==> config.mk <==
export PLATFORM = sky130hd
export DESIGN_NAME = pixel_stream_loader
export DESIGN_NICKNAME = d
export VERILOG_FILES = /design/src/rtl/vt512_pkg.sv /design/src/rtl/pixel_stream_loader.sv
export SDC_FILE = /design/constraint.sdc
export NUM_CORES = 1
export LEC_CHECK = 0
export BUFFER_PORTS_ARGS = -buffer_cell sky130_fd_sc_hd__clkbuf_2
export CAP_MARGIN = 20
export CORE_MARGIN = 2
export CORE_UTILIZATION = 64
export CTS_BUF_LIST = sky130_fd_sc_hd__clkbuf_4 sky130_fd_sc_hd__clkbuf_8
export CTS_CLUSTER_SIZE = 24
export DETAILED_ROUTE_END_ITERATION = 10
export PLACE_DENSITY = 0.88
export SETUP_SLACK_MARGIN = 0.5
export SLEW_MARGIN = 25
export SYNTH_ARGS = -nofsm -noshare
export SYNTH_HDL_FRONTEND = slang
export SYNTH_SLANG_ARGS = --single-unit
==> constraint.sdc <==
create_clock -name clk -period 7 [get_ports clk]
set_input_delay 0 -clock clk [delete_from_list [all_inputs] [get_ports clk]]
set_output_delay 0 -clock clk [all_outputs]
set_load 0.05 [all_outputs]
==> src/rtl/vt512_pkg.sv <==
// Shared definitions for the 512-wide padded image memory blocks.
//   DATA_WIDTH_DEF          : default pixel width in bits
//   MAX_IMAGE_SIZE_DEF      : default padded memory side length
//   MAX_IMAGE_SIZE_LOG2_DEF : default log2 of the side length
//   loader_state_e          : pixel_stream_loader FSM states, in visiting order
package vt512_pkg;

    localparam int DATA_WIDTH_DEF          = 8;
    localparam int MAX_IMAGE_SIZE_DEF      = 512;
    localparam int MAX_IMAGE_SIZE_LOG2_DEF = 9;

    typedef enum logic [2:0] {
        ST_IDLE,
        ST_PAD_TOP,
        ST_PAD_SIDES,
        ST_LOAD,
        ST_PAD_BOTTOM,
        ST_DONE
    } loader_state_e;

endpackage

==> src/rtl/pixel_stream_loader.sv <==
// Loads a raster pixel stream into a zero-padded single-channel memory.
// The frame of W x H pixels lands at rows/cols 1..H / 1..W; a one-pixel
// zero border is written around it (row 0, row H+1, col 0, col W+1).
//   clk, rst_n              : clock, async active-low reset
//   start, img_width/height : frame request, sizes sampled in IDLE
//   s_valid, s_data, s_ready: pixel stream handshake (ready only in LOAD)
//   mem_we/row/col/data     : registered memory write port
//   busy, done, size_err    : status; done and size_err are one-cycle pulses
module pixel_stream_loader
    import vt512_pkg::*;
#(
    parameter int DATA_WIDTH          = DATA_WIDTH_DEF,
    parameter int MAX_IMAGE_SIZE      = MAX_IMAGE_SIZE_DEF,
    parameter int MAX_IMAGE_SIZE_LOG2 = MAX_IMAGE_SIZE_LOG2_DEF
) (
    input  logic                         clk,
    input  logic                         rst_n,
    input  logic                         start,
    input  logic [MAX_IMAGE_SIZE_LOG2:0] img_width,
    input  logic [MAX_IMAGE_SIZE_LOG2:0] img_height,
    input  logic                         s_valid,
    input  logic [DATA_WIDTH-1:0]        s_data,
    output logic                         s_ready,
    output logic                         mem_we,
    output logic [MAX_IMAGE_SIZE_LOG2:0] mem_row,
    output logic [MAX_IMAGE_SIZE_LOG2:0] mem_col,
    output logic [DATA_WIDTH-1:0]        mem_data,
    output logic                         busy,
    output logic                         done,
    output logic                         size_err
);

    localparam int AW = MAX_IMAGE_SIZE_LOG2 + 1;
    typedef logic [AW-1:0] idx_t;

    // Largest frame side that still leaves room for both border cells.
    localparam idx_t MAX_DIM = idx_t'(MAX_IMAGE_SIZE - 2);
    localparam idx_t ONE     = idx_t'(1);

    loader_state_e         state_q, state_d;
    idx_t                  w_q, w_d, h_q, h_d;
    idx_t                  row_q, row_d, col_q, col_d;
    logic                  side_q, side_d;   // PAD_SIDES: 0 = left cell, 1 = right cell
    logic                  we_q, we_d;
    idx_t                  mrow_q, mrow_d, mcol_q, mcol_d;
    logic [DATA_WIDTH-1:0] mdat_q, mdat_d;
    logic                  done_q, done_d, err_q, err_d;

    logic size_ok;
    idx_t wp1;

    assign size_ok = (img_width  != '0) && (img_width  <= MAX_DIM) &&
                     (img_height != '0) && (img_height <= MAX_DIM);
    assign wp1     = w_q + ONE;

    always_comb begin
        state_d = state_q;
        w_d     = w_q;
        h_d     = h_q;
        row_d   = row_q;
        col_d   = col_q;
        side_d  = side_q;
        we_d    = 1'b0;
        mrow_d  = mrow_q;
        mcol_d  = mcol_q;
        mdat_d  = mdat_q;
        done_d  = 1'b0;
        err_d   = 1'b0;

        unique case (state_q)
            ST_IDLE: begin
                if (start) begin
                    if (size_ok) begin
                        state_d = ST_PAD_TOP;
                        w_d     = img_width;
                        h_d     = img_height;
                        row_d   = '0;
                        col_d   = '0;
                    end else begin
                        err_d = 1'b1;
                    end
                end
            end
            ST_PAD_TOP, ST_PAD_BOTTOM: begin
                we_d   = 1'b1;
                mrow_d = row_q;
                mcol_d = col_q;
                mdat_d = '0;
                if (col_q == wp1) begin
                    if (state_q == ST_PAD_TOP) begin
                        state_d = ST_PAD_SIDES;
                        row_d   = ONE;
                        side_d  = 1'b0;
                    end else begin
                        state_d = ST_DONE;
                    end
                end else begin
                    col_d = col_q + ONE;
                end
            end
            ST_PAD_SIDES: begin
                we_d   = 1'b1;
                mrow_d = row_q;
                mcol_d = side_q ? wp1 : '0;
                mdat_d = '0;
                side_d = ~side_q;
                if (side_q) begin
                    if (row_q == h_q) begin
                        state_d = ST_LOAD;
                        row_d   = ONE;
                        col_d   = ONE;
                    end else begin
                        row_d = row_q + ONE;
                    end
                end
            end
            ST_LOAD: begin
                if (s_valid) begin
                    we_d   = 1'b1;
                    mrow_d = row_q;
                    mcol_d = col_q;
                    mdat_d = s_data;
                    if (col_q == w_q) begin
                        col_d = ONE;
                        if (row_q == h_q) begin
                            // Bottom border restarts at col 0.
                            state_d = ST_PAD_BOTTOM;
                            row_d   = h_q + ONE;
                            col_d   = '0;
                        end else begin
                            row_d = row_q + ONE;
                        end
                    end else begin
                        col_d = col_q + ONE;
                    end
                end
            end
            ST_DONE: begin
                // DONE is entered the cycle the last write is presented,
                // so the registered pulse lands one cycle later.
                done_d  = 1'b1;
                state_d = ST_IDLE;
            end
            default: state_d = ST_IDLE;
        endcase
    end

    always_ff @(posedge clk or negedge rst_n) begin
        if (!rst_n) begin
            state_q <= ST_IDLE;
            w_q     <= '0;
            h_q     <= '0;
            row_q   <= '0;
            col_q   <= '0;
            side_q  <= 1'b0;
            we_q    <= 1'b0;
            mrow_q  <= '0;
            mcol_q  <= '0;
            mdat_q  <= '0;
            done_q  <= 1'b0;
            err_q   <= 1'b0;
        end else begin
            state_q <= state_d;
            w_q     <= w_d;
            h_q     <= h_d;
            row_q   <= row_d;
            col_q   <= col_d;
            side_q  <= side_d;
            we_q    <= we_d;
            mrow_q  <= mrow_d;
            mcol_q  <= mcol_d;
            mdat_q  <= mdat_d;
            done_q  <= done_d;
            err_q   <= err_d;
        end
    end

    assign s_ready  = (state_q == ST_LOAD);
    assign busy     = (state_q != ST_IDLE);
    assign mem_we   = we_q;
    assign mem_row  = mrow_q;
    assign mem_col  = mcol_q;
    assign mem_data = mdat_q;
    assign done     = done_q;
    assign size_err = err_q;

endmodule

* After elaboration in Yosys (flattened, before gate mapping)
Cells that the tools add are included.
** Cells by class
- Add/subtract/negate cells :: 4
- Magnitude comparators :: 2
- Equal/unequal tests :: 18
- Multiplexer cells :: 43
- Bitwise operators :: 1
- Reduce and logical (&&, ||, !) cells :: 20
** Operator list (count)
- 10-bit 2-to-1 mux :: 17
- 10-bit one-hot mux with 4 select lines :: 2
- 10-bit by 1-bit adder with 10-bit output, second input constant :: 4
- 10-bit == test :: 3
- 10-bit one-hot mux with 3 select lines :: 1
- 3-bit 2-to-1 mux :: 9
- 10-bit by 9-bit less-or-equal comparator with 1-bit output, second input constant :: 2
- 10-bit one-hot mux with 2 select lines :: 1
- 10-bit nonzero test :: 2
- 2-bit != test, second input constant :: 8
- 8-bit one-hot mux with 2 select lines :: 1
- 8-bit AND reduction :: 2
- 3-bit one-hot mux with 4 select lines :: 1
- 1-bit 2-to-1 mux :: 8
- 8-bit 2-to-1 mux :: 1
- 7-bit AND reduction :: 1
- 3-bit by 2-bit == test with 1-bit output, second input constant :: 2
- 3-bit == test, second input constant :: 2
- 3-bit AND reduction :: 2
- 3-bit nonzero test :: 2
- 2-bit by 1-bit != test with 1-bit output, second input constant :: 2
- 1-bit one-hot mux with 2 select lines :: 2
- 2-bit AND reduction :: 2
- 2-bit nonzero test :: 2
- 7 further kinds :: 9
** Word-level totals
- Register bits after elaboration :: 75
- Input port bits :: 32
- Logic and storage cells :: 100

* Depth between registers and ports, before layout
Gate-level depths: netlist of run 1.
- Word-level depth :: 7
- Depth in mapped cells :: 10
- Depth with buffers taken out :: 8

* Worst setup path after synthesis of run 1
Ideal clock, no wire load.
- Path kind :: register to register
- Start :: reg w_q[0]
- End :: reg col_q[0]
- Library setup time :: 0.125 ns
- Data arrival time :: 2.620 ns
- Path slack :: 4.255 ns
- Stages on the path, launching flop included :: 11
- Buffers on the path :: 2
- Period minus slack after synthesis :: 2.745 ns
- Cell sequence :: dfrtp_1 ha_1 and3_1 clkbuf_1 nand2_1 or3_1 a211oi_4 a21oi_1 or2_1 buf_6 mux2_4
** Between the ends
- Word-level cells in the longest chain between the ends :: 4
- Elaborated cells on any way between the ends :: 8
- Classes of those cells :: 1 x add/sub; 3 x eq/ne; 3 x mux; 1 x reduce/logical
** RTL lines
- from (decl) :: line pixel_stream_loader.sv:41 : idx_t w_q, w_d, h_q, h_d;
- from (signal assigned) :: line pixel_stream_loader.sv:164 : w_q <= w_d;
- 10-bit by 1-bit adder with 10-bit output / 10-bit == test (equally long branches) :: line pixel_stream_loader.sv:54, pixel_stream_loader.sv:123
- 10-bit == test / 10-bit 2-to-1 mux (equally long branches) :: line pixel_stream_loader.sv:89, pixel_stream_loader.sv:123
- 2-bit != test (no source line) / 10-bit 2-to-1 mux (equally long branches)
- 7-bit AND reduction (no source line) / 10-bit one-hot mux with 4 select lines (equally long branches)
- to (signal assigned) :: line pixel_stream_loader.sv:167 : col_q <= col_d;
- to (decl) :: line pixel_stream_loader.sv:42 : idx_t row_q, row_d, col_q, col_d;
Several ways; a longest one is shown, not always the timed one. The select of a mux whose other input is x is not followed.
A chain may end at the register's enable or synchronous reset.

* Worst setup path in the final report of run 1
- Start :: reg w_q[0]
- End :: reg row_q[1]
** Between the ends
- Word-level cells in the longest chain between the ends :: 4
- Elaborated cells on any way between the ends :: 6
- Classes of those cells :: 1 x add/sub; 4 x eq/ne; 1 x reduce/logical
** RTL lines
- 10-bit by 1-bit adder with 10-bit output :: line pixel_stream_loader.sv:54 : assign wp1 = w_q + ONE;
- 10-bit == test :: line pixel_stream_loader.sv:89 : if (col_q == wp1) begin
- 2-bit != test (no source line)
- 8-bit AND reduction (no source line) (*)
- to (signal assigned) :: line pixel_stream_loader.sv:166 : row_q <= row_d;
- to (decl) :: line pixel_stream_loader.sv:42
Mark *: on every way between the ends. The rest lies on a longest branch, timed or not.

==> impl_metrics.csv, run 1 <==
group,metric,value,unit
floorplan,core,6719,sq um
clocking,clkLatencyLatePin,370,ps
synthesis,synth_flop_cell,"dfrtp_1",
synthesis,yosysTopAreaCell,"dfrtp_1",
layout,fillers,443,
global_routing,overflow,0,
synthesis,ys_warn_count,0,
floorplan,dieArea,7543,sq um
timing,slew_headroom,32.65,%
synthesis,synth_top_family_by_area,"simple AND/OR/NAND/NOR gates",
detailed_routing,route.vias.total,3959,
layout,syn_to_final_growth,18.71,%
timing,fin_setup_tns,0,ps
synthesis,synthMuxAreaShare,5.696,%
synthesis,synth_xor_xnor_area_share,9.114,%
pwr,power_leakage,2.413,nW
clocking,cts_tree,"done",
hold_path,hold_class,"input port to flip-flop",
setup_path,cp-start-kind,"flip-flop",
layout,final_nets,577,
synthesis,yosys.cell_types.count,58,
timing,worstMarginPinSlew,1009,ps
global_routing,grt_pass1_wl,18680,microns
synthesis,yosys-top-cells-area,"dfrtp_1 (43%), nand2_1 (5.6%), xnor2_1 (5.2%)",
timing,fmax,322.1,MHz
synthesis,syn_nets,499,
placed_design,dpl_worst_slack,3936,ps
synthesis,seq_area_frac_synth,42.72,%
global_routing,grt_usage,31.95,%
timing,drv_slew,0,
setup_path,worst-path-max-fanout,12,
layout,antenna_cells,0,
setup_path,cp-end-kind,"flip-flop",
placed_design,io_buffers,64,
global_routing,first_global_vias,3775,
setup_path,critPathRequiredTime,7250,ps
floorplan,std_cell_rows,30,
pwr,finalPower,0.002360,W
clocking,clk_path_buf_depth,2,
clocking,cts_made_buffers,9,
timing,rsz0062_at_grt,"no",
synthesis,synth_area,4393,sq um
detailed_routing,routedWlPerCell,18.06,microns
detailed_routing,first_pass_iters,5,
global_routing,antenna_found_initial,0,
timing,final.setup.worst_slack,3895,ps
detailed_routing,drt_wl_total,11310,microns
clocking,clkTransAtPathRegs,90,ps
detailed_routing,drc,0,
synthesis,synth.ff_latch_count,75,
clocking,cts_resized,0,
timing,fin_crit,3105,ps
layout,final_cell_area,5215,sq um
synthesis,async_reset_ff_share,100.0,%
global_routing,grt_max_degree,76,
placed_design,hpwlAfterDp,7425,microns
placed_design,gp_congestion,0.9177,
pwr,ir_worst_vdd,184.8,uV
detailed_routing,postRouteAntennaNets,0,
detailed_routing,viasPerCell,6.324,
floorplan,die_w,86.85,microns
pwr,powerDensity,452.5,nW/um^2
clocking,cts_sinks,75,
timing,holdWs,138.6,ps
synthesis,synth_compound_area_share,17.83,%
timing,finClkSkew,9.975,ps
layout,drive_above_1_share,20.70,%
hold_path,worstHoldPathCells,4,
floorplan,io_pins,65,
clocking,ctsHtreeMaxLevel,3,
flow_run,cap_violations,0,
synthesis,yosysTopAreaCellShare,42.72,%
synthesis,synth_edf_count,0,
timing,setup_viol_count_final,0,
synthesis,synthSimpleGateAreaFrac,19.51,%
synthesis,synthAdderAreaFrac,1.139,%
clocking,root_buffer,"clkbuf_8",
timing,min_period_over_period,44.36,%
setup_path,crit_type,"flip-flop to flip-flop",
floorplan,initial_core_util,65.38,%
floorplan,die_y,86.85,microns
synthesis,avgSynthCellArea,9.488,sq um
placed_design,postPlaceCellArea,4706,sq um
setup_path,crit_arrival,3360,ps
synthesis,syn-instance-count,463,
setup_path,r2r_cells,8,
timing,hold_viol,0,
detailed_routing,drt_iter0_drc,580,
run_status,status,"complete, no violations",
-- synth_stat cells (7+ instances only) --
cell type / number
nor2_1: 22
clkbuf_1: 22
xnor2_1: 26
o31ai_1: 10
or3_1: 8
nand2_1: 66
inv_1: 12
xor2_1: 17
o21ai_0: 21
nand4_1: 10
a22o_1: 10
a21oi_1: 9
mux2_2: 20
a22oi_1: 7
nor4_1: 8
a32o_1: 8
nand3_1: 15
and3_1: 15
dfrtp_1: 75
-- area by class of cell --
class	count	area [sq um]	share of cell area, %
tap	80	100.1	1.919
multi-input combinational	347	2347	45.01
inverter	12	45.04	0.8637
sequential	75	1877	35.99
timing repair buffer	96	638.1	12.24
clock inverter	7	83.83	1.607
clock buffer	9	123.9	2.375
-- sequential cells by signal (all words and copies together), names as in the netlist, 3 cells and up --
register	cells
mem_col	10
col_q	10
h_q	10
mem_data	8
w_q	10
mem_row	10
row_q	10
state_q	3
-- power breakdown --
| group | leakage (nW) | total, W | internal, W | switching (W) |
|---|---|---|---|---|
| Combinational | 1.33 | 0.00120 | 0.000423 | 0.000777 |
| Clock | 0.103 | 0.000362 | 0.000172 | 0.000190 |
| Sequential | 0.983 | 0.000798 | 0.000579 | 0.000219 |
| Total | 2.41 | 0.00236 | 0.00117 | 0.00119 |
-- placed cells by master (no fill, tap or decap), types with 4 or more instances in the layout --
cell type and instances:
dfrtp_1 75, nand2_1 66, clkbuf_2 63, dlygate4sd3_1 28
xnor2_1 26, nor2_1 22, o21ai_0 21, mux2_2 20
xor2_1 17, nand3_1 15, and3_1 15, inv_1 12
nand4_1 10, o31ai_1 10, a22o_1 10, a21oi_1 9
clkbuf_8 9, or3_1 8, a32o_1 8, nor4_1 7
a22oi_1 7, nor3_1 6, o21ai_1 6, a31oi_1 6
o22ai_1 6, nor2b_1 5, and2_1 4, o32a_1 4
ha_1 4
-- path summary, 6_finish.rpt --
check | startpoint | to | slack (ps)
setup / recovery | w_q[0] | row_q[1] | 3900
hold / removal | s_valid | state_q[2] | 140
setup reg to reg | w_q[0] | row_q[1] | 3900
hold reg to reg | mem_row[5] | mem_row[5] | 480
max in group asynchronous | rst_n | w_q[6] | 6230
min in group asynchronous | rst_n | mem_col[5] | 300
-- routing by layer --
metal,vias up,part of all wire (%),track usage [%]
li1,1854,-,-
met1,1874,44,45.12
met2,211,46,49.13
met3,20,8.4,7.204
met4,0,1.6,10.23
met5,-,0,0
-- through the flow --
| stage | util (%) | instances |
|---|---|---|
| 5_1_grt | 77.62 | 626 |
| 2_1_floorplan | - | 463 |
| 3_5_place_dp | 70.04 | 581 |
| 3_3_place_gp | 70.04 | 581 |
| 4_1_cts | 77.30 | 625 |
| 6_report | 77.62 | 626 |
-- worst max-delay path: stages (launching register included) --
cell and delay [ps]:
dfrtp_1 460, ha_1 280, xnor2_1 230, xnor2_1 90
or4_4 530, a211oi_4 310, a21oi_1 330, nor2_1 360
mux2_2 380
-- cells by family after synthesis --
logic type	count (synthesis)
flops	75
mux	22
compound gates	105
xor+xnor	44
simple gates	172
buf+inv	41
fa+ha+maj	4
-- timing repair --
action,CTS,global route
hold endpoints to repair,102,0
setup buffers,0,0
hold buffers,28,0
Power figures use the tool's default switching activity.
==> inputs of run 2 (changes only) <==
Settings changed: CORE_UTILIZATION 64 to 59, PLACE_DENSITY 0.88 to 0.82.
Clock period 7 ns to 2.9 ns, I/O delays scaled along.
==> impl_metrics.csv, run 2 (same netlist as run 1, synthesis figures left out) <==
group,metric,value,unit
placed_design,hpwlAfterDp,7823,microns
pwr,ir_worst_vdd,536.7,uV
timing,fin_crit,2580,ps
setup_path,crit_buf_inv,1,
flow_run,cap_violations,0,
detailed_routing,drc,0,
setup_path,cp-end-kind,"flip-flop",
floorplan,dieArea,8152,sq um
setup_path,crit_chain,"ha_4 -> xnor2_4 -> xnor2_1 -> or4_4 -> a211oi_4 -> buf_6 -> a41oi_4 -> or2_4 -> mux2_4",
detailed_routing,drt_iter0_drc,355,
setup_path,critical_path.top_delay_family,"simple AND/OR/NAND/NOR gates",
detailed_routing,postRouteAntennaNets,0,
global_routing,antenna_found_initial,0,
global_routing,grt_usage,28.98,%
detailed_routing,first_pass_iters,5,
clocking,clk_path_buf_depth,2,
detailed_routing,drt_wl_total,11770,microns
floorplan,io_pins,65,
global_routing,grt_pass1_wl,18850,microns
clocking,ctsHtreeMaxLevel,3,
layout,fillers,465,
setup_path,slowest_delay,520,ps
layout,final_nets,619,
pwr,powerDensity,1110,nW/um^2
timing,slew_headroom,18.27,%
timing,fmax,387.5,MHz
setup_path,slowest_stage,"or4_4",
timing,rsz0062_at_grt,"yes",
clocking,cts_tree,"done",
floorplan,std_cell_rows,31,
global_routing,grt_max_degree,76,
clocking,clkLatencyLatePin,350,ps
setup_path,critPathRequiredTime,3140,ps
clocking,cts_sinks,75,
clocking,root_buffer,"clkbuf_8",
layout,syn_to_final_growth,31.76,%
timing,min_period_over_period,88.98,%
timing,hold_viol,0,
floorplan,die_w,90.29,microns
floorplan,core,7214,sq um
setup_path,r2r_setup_slack,320,ps
timing,worstMarginPinSlew,1215,ps
placed_design,dpl_worst_slack,135.4,ps
layout,drive_above_1_share,31.35,%
hold_path,hold_class,"input port to flip-flop",
timing,holdWs,135.1,ps
placed_design,io_buffers,64,
timing,fin_setup_tns,0,ps
setup_path,crit_arrival,2820,ps
timing,drv_slew,0,
run_status,status,"complete, no violations",
global_routing,first_global_vias,3847,
setup_path,cp-start-kind,"flip-flop",
layout,multi_input_area,2571,sq um
timing,final.setup.worst_slack,319.7,ps
layout,regArea,1881,sq um
floorplan,initial_core_util,60.89,%
timing,setup_viol_count_final,0,
timing,finClkSkew,9.800,ps
layout,layout_commonest_cell,"dfrtp_1",
detailed_routing,route.vias.total,4145,
setup_path,crit_type,"flip-flop to flip-flop",
detailed_routing,routedWlPerCell,17.15,microns
clocking,cts_made_buffers,9,
layout,antenna_cells,0,
global_routing,overflow,0,
pwr,power_leakage,2.670,nW
setup_path,worst-path-max-fanout,5,
clocking,clkTransAtPathRegs,70,ps
detailed_routing,viasPerCell,6.042,
layout,layout_common_cells,"dfrtp_1 (72), nand2_1 (64), clkbuf_2 (63)",
floorplan,die_y,90.29,microns
placed_design,gp_congestion,1.001,
[run 2: changes by cell type in the layout (fill, tap and decap cells not counted), moves of 3 or more]
cell     before  now
buf_4         2   36
buf_6         2    8
o31ai_1      10    5
xnor2_1      26   22
a21oi_1       9    6
dfrtp_1      75   72
dfrtp_2       0    3
inv_6         3    0
o31ai_2       0    3
xnor2_2       0    3
xor2_1       17   14
xor2_2        0    3
[run 2: worst min-delay path, delay by kind of cell]
family                 cells  cell delay (ps)
buffers and inverters      1              110
AND/OR/NAND/NOR            1              120
AO/OA/AOI/OAI              2              220
[run 2: area by class of cell]
class | count | area share (%)
clock inverters | 4 | 0.8647
clock buffers | 11 | 2.616
multi-input cells | 348 | 44.42
well taps | 99 | 2.140
flip-flops and latches | 75 | 32.49
inverters | 12 | 0.7782
repair buffers | 137 | 16.69
[run 2: worst paths after layout]
path	startpoint	to	cells after the start
hold / removal	s_valid	state_q[2]	4
setup / recovery	w_q[1]	col_q[0]	9
hold reg to reg	mem_row[1]	mem_row[1]	2
max in group asynchronous	rst_n	w_q[0]	3
min in group asynchronous	rst_n	mem_data[6]	3
setup reg to reg	w_q[1]	col_q[0]	9
[run 2: power breakdown]
part	leakage (nW)	switching, W	internal, W
Sequential	0.979	0.000428	0.00140
Clock	0.0974	0.000379	0.000438
Combinational	1.59	0.00225	0.00153
[run 2: routing by layer]
layer | track usage, % | vias to the layer above | part of all wire, %
li1 | - | 1922 | -
met3 | 5.760 | 34 | 7.3
met2 | 46.99 | 219 | 48
met5 | 0 | - | 0
met1 | 38.96 | 1970 | 42
met4 | 10.51 | 0 | 2.6
[run 2: repair_timing]
action / 4_1_cts / 5_1_grt
endpoints found under the hold margin: 102 / 0
pin swaps: 10 / 14
setup endpoints to repair: 22 / 23
gates cloned: 2 / 1
hold buffers: 28 / 0
resized for setup: 18 / 27
buffers inserted: 12 / 6
[run 2: per-stage QoR]
stage | cell area (sq um) | total power [W] | std cells | util [%]
floorplan | 4437 | 0.004134 | 463 | -
global placement | 4933 | 0.004919 | 622 | 68.38
detailed placement | 4933 | 0.004979 | 622 | 68.38
CTS | 5588 | 0.006074 | 679 | 77.45
global route | 5788 | 0.006806 | 686 | 80.23
finish | 5788 | 0.006428 | 686 | 80.23
==> inputs of run 3 (changes only) <==
Settings changed: CORE_ASPECT_RATIO set to 2, GPL_ROUTABILITY_DRIVEN set to 0, GPL_TIMING_DRIVEN set to 0.
==> impl_metrics.csv, run 3 (same netlist as run 1, synthesis figures left out) <==
group,metric,value,unit
global_routing,first_global_vias,4530,
layout,multi_input_area,2592,sq um
flow_run,cap_violations,0,
global_routing,grt_use_met3,5.357,%
placed_design,io_buffers,64,
detailed_routing,route.vias.total,4358,
timing,hold_viol,0,
global_routing,use_met2,61.61,%
floorplan,io_pins,65,
timing,worstMarginPinSlew,660.8,ps
detailed_routing,drc,0,
setup_path,worst-path-max-fanout,5,
clocking,root_buffer,"clkbuf_8",
clocking,cts_made_buffers,9,
setup_path,critical_path.startpoint,"w_q[0]",
global_routing,grt_pass1_wl,21580,microns
setup_path,r2r_cells,10,
timing,slew_headroom,55.58,%
clocking,clk_path_buf_depth,2,
timing,min_period_over_period,98.21,%
clocking,ctsHtreeMaxLevel,3,
clocking,cts_sinks,75,
setup_path,crit_arrival,3100,ps
setup_path,slowest_delay,540,ps
floorplan,std_cell_rows,44,
floorplan,dieArea,8194,sq um
pwr,ir_worst_vdd,673.1,uV
setup_path,r2r_setup_slack,50,ps
detailed_routing,viasPerCell,6.418,
floorplan,die_w,65.02,microns
layout,final_nets,618,
floorplan,die_y,126.0,microns
layout,final_cells,679,
global_routing,grt_max_degree,52,
setup_path,r2r_end,"col_q[0]",
floorplan,initial_core_util,60.91,%
setup_path,crit_type,"flip-flop to flip-flop",
setup_path,slowest_stage,"or4_4",
timing,fmax,351.1,MHz
layout,regArea,1881,sq um
setup_path,critPathRequiredTime,3150,ps
pwr,power_leakage,2.670,nW
layout,drive_above_1_share,29.81,%
setup_path,cp-start-kind,"flip-flop",
layout,layout_common_cells,"clkbuf_2 (72), dfrtp_1 (72), nand2_1 (65)",
layout,fillers,421,
layout,syn_to_final_growth,32.78,%
layout,finish.utilization,80.88,%
hold_path,hold_class,"input port to async pin",
timing,fin_crit,2848,ps
timing,setup_viol_count_final,0,
clocking,clkLatencyLatePin,360,ps
run_status,status,"complete, no violations",
global_routing,grt_busiest_layer,"met2",
detailed_routing,first_pass_iters,6,
clocking,cts_tree,"done",
floorplan,core,7212,sq um
layout,antenna_cells,0,
global_routing,antenna_found_initial,0,
timing,finClkSkew,10.11,ps
detailed_routing,routedWlPerCell,20.00,microns
global_routing,grt_use_met1,35.08,%
detailed_routing,drt_wl_total,13580,microns
setup_path,crit_path_end,"col_q[0]",
placed_design,hpwlAfterDp,8736,microns
timing,drv_slew,0,
pwr,powerDensity,1150,nW/um^2
timing,fin_setup_tns,0,ps
global_routing,grt_usage,34.34,%
detailed_routing,postRouteAntennaNets,0,
clocking,clkTransAtPathRegs,90,ps
global_routing,overflow,0,
timing,rsz0062_at_grt,"yes",
placed_design,dp.cells,620,
setup_path,cp-end-kind,"flip-flop",
detailed_routing,drt_iter0_drc,560,
setup_path,crit_chain,"ha_4 -> xnor2_2 -> xnor2_1 -> or4_4 -> a211oi_4 -> buf_4 -> a41oi_4 -> or2_4 -> buf_6 -> mux2_4",
setup_path,r2r-start,"w_q[0]",
[run 3: area by class of cell]
cell class              instances  area share (%)
multi-input cells             347           44.44
clock buffers                  10           2.252
inverters                      12          0.7722
clock inverters                 6           2.360
flip-flops and latches         75           32.24
repair buffers                108           13.15
plain buffers                  29           2.810
well taps                      92           1.973
[run 3: worst min-delay path by stage]
| stage | from | to | slack, ps | cells after the start |
|---|---|---|---|---|
| floorplan | rst_n | col_q[0] | -300 | 0 |
| global placement | s_data[0] | mem_data[0] | 220 | 2 |
| detailed placement | rst_n | w_q[3] | -30 | 1 |
| CTS | rst_n | row_q[1] | 130 | 2 |
| global route | rst_n | w_q[3] | 160 | 2 |
| finish | rst_n | w_q[3] | 120 | 2 |
[run 3: metal layers]
layer / vias up / wire [microns]
li1: 1928 / -
met1: 2060 / 4414
met2: 276 / 7288
met3: 94 / 767
met4: 0 / 1112
met5: - / 0
[run 3: report_power, final]
group	internal [W]	total [W]	switching [W]
Clock	0.000671	0.00108	0.000413
Combinational	0.00141	0.00380	0.00239
Sequential	0.00140	0.00182	0.000421
Total	0.00348	0.00671	0.00323
[run 3: stage by stage]
stage               total power (W)  hold WS [ps]  setup slack, ps  cell area (sq um)
floorplan                  0.004134        -295.6            264.5               4437
global placement           0.004815         219.9           -53.78               4872
detailed placement         0.004930        -32.09           -113.1               4902
CTS                        0.006282         125.1            99.69               5608
global route               0.007011         155.0            4.123               5833
finish                     0.006709         123.5            51.86               5833
[run 3: worst max-delay path: cells and delay by family, from the launching register on]
family	cells	cell delay [ps]
fa+ha+maj	1	220
simple gates	2	810
flops	1	480
mux	1	290
compound gates	2	350
buf+inv	2	300
xor+xnor	2	290
[run 3: repair_timing]
action                     4_1_cts  5_1_grt
setup buffers                    9        4
cloned                           0        2
pin swaps                        6       16
hold endpoints to repair       102        0
gates resized for setup         16       53
hold buffers                    28        0
setup endpoints to repair       44       62
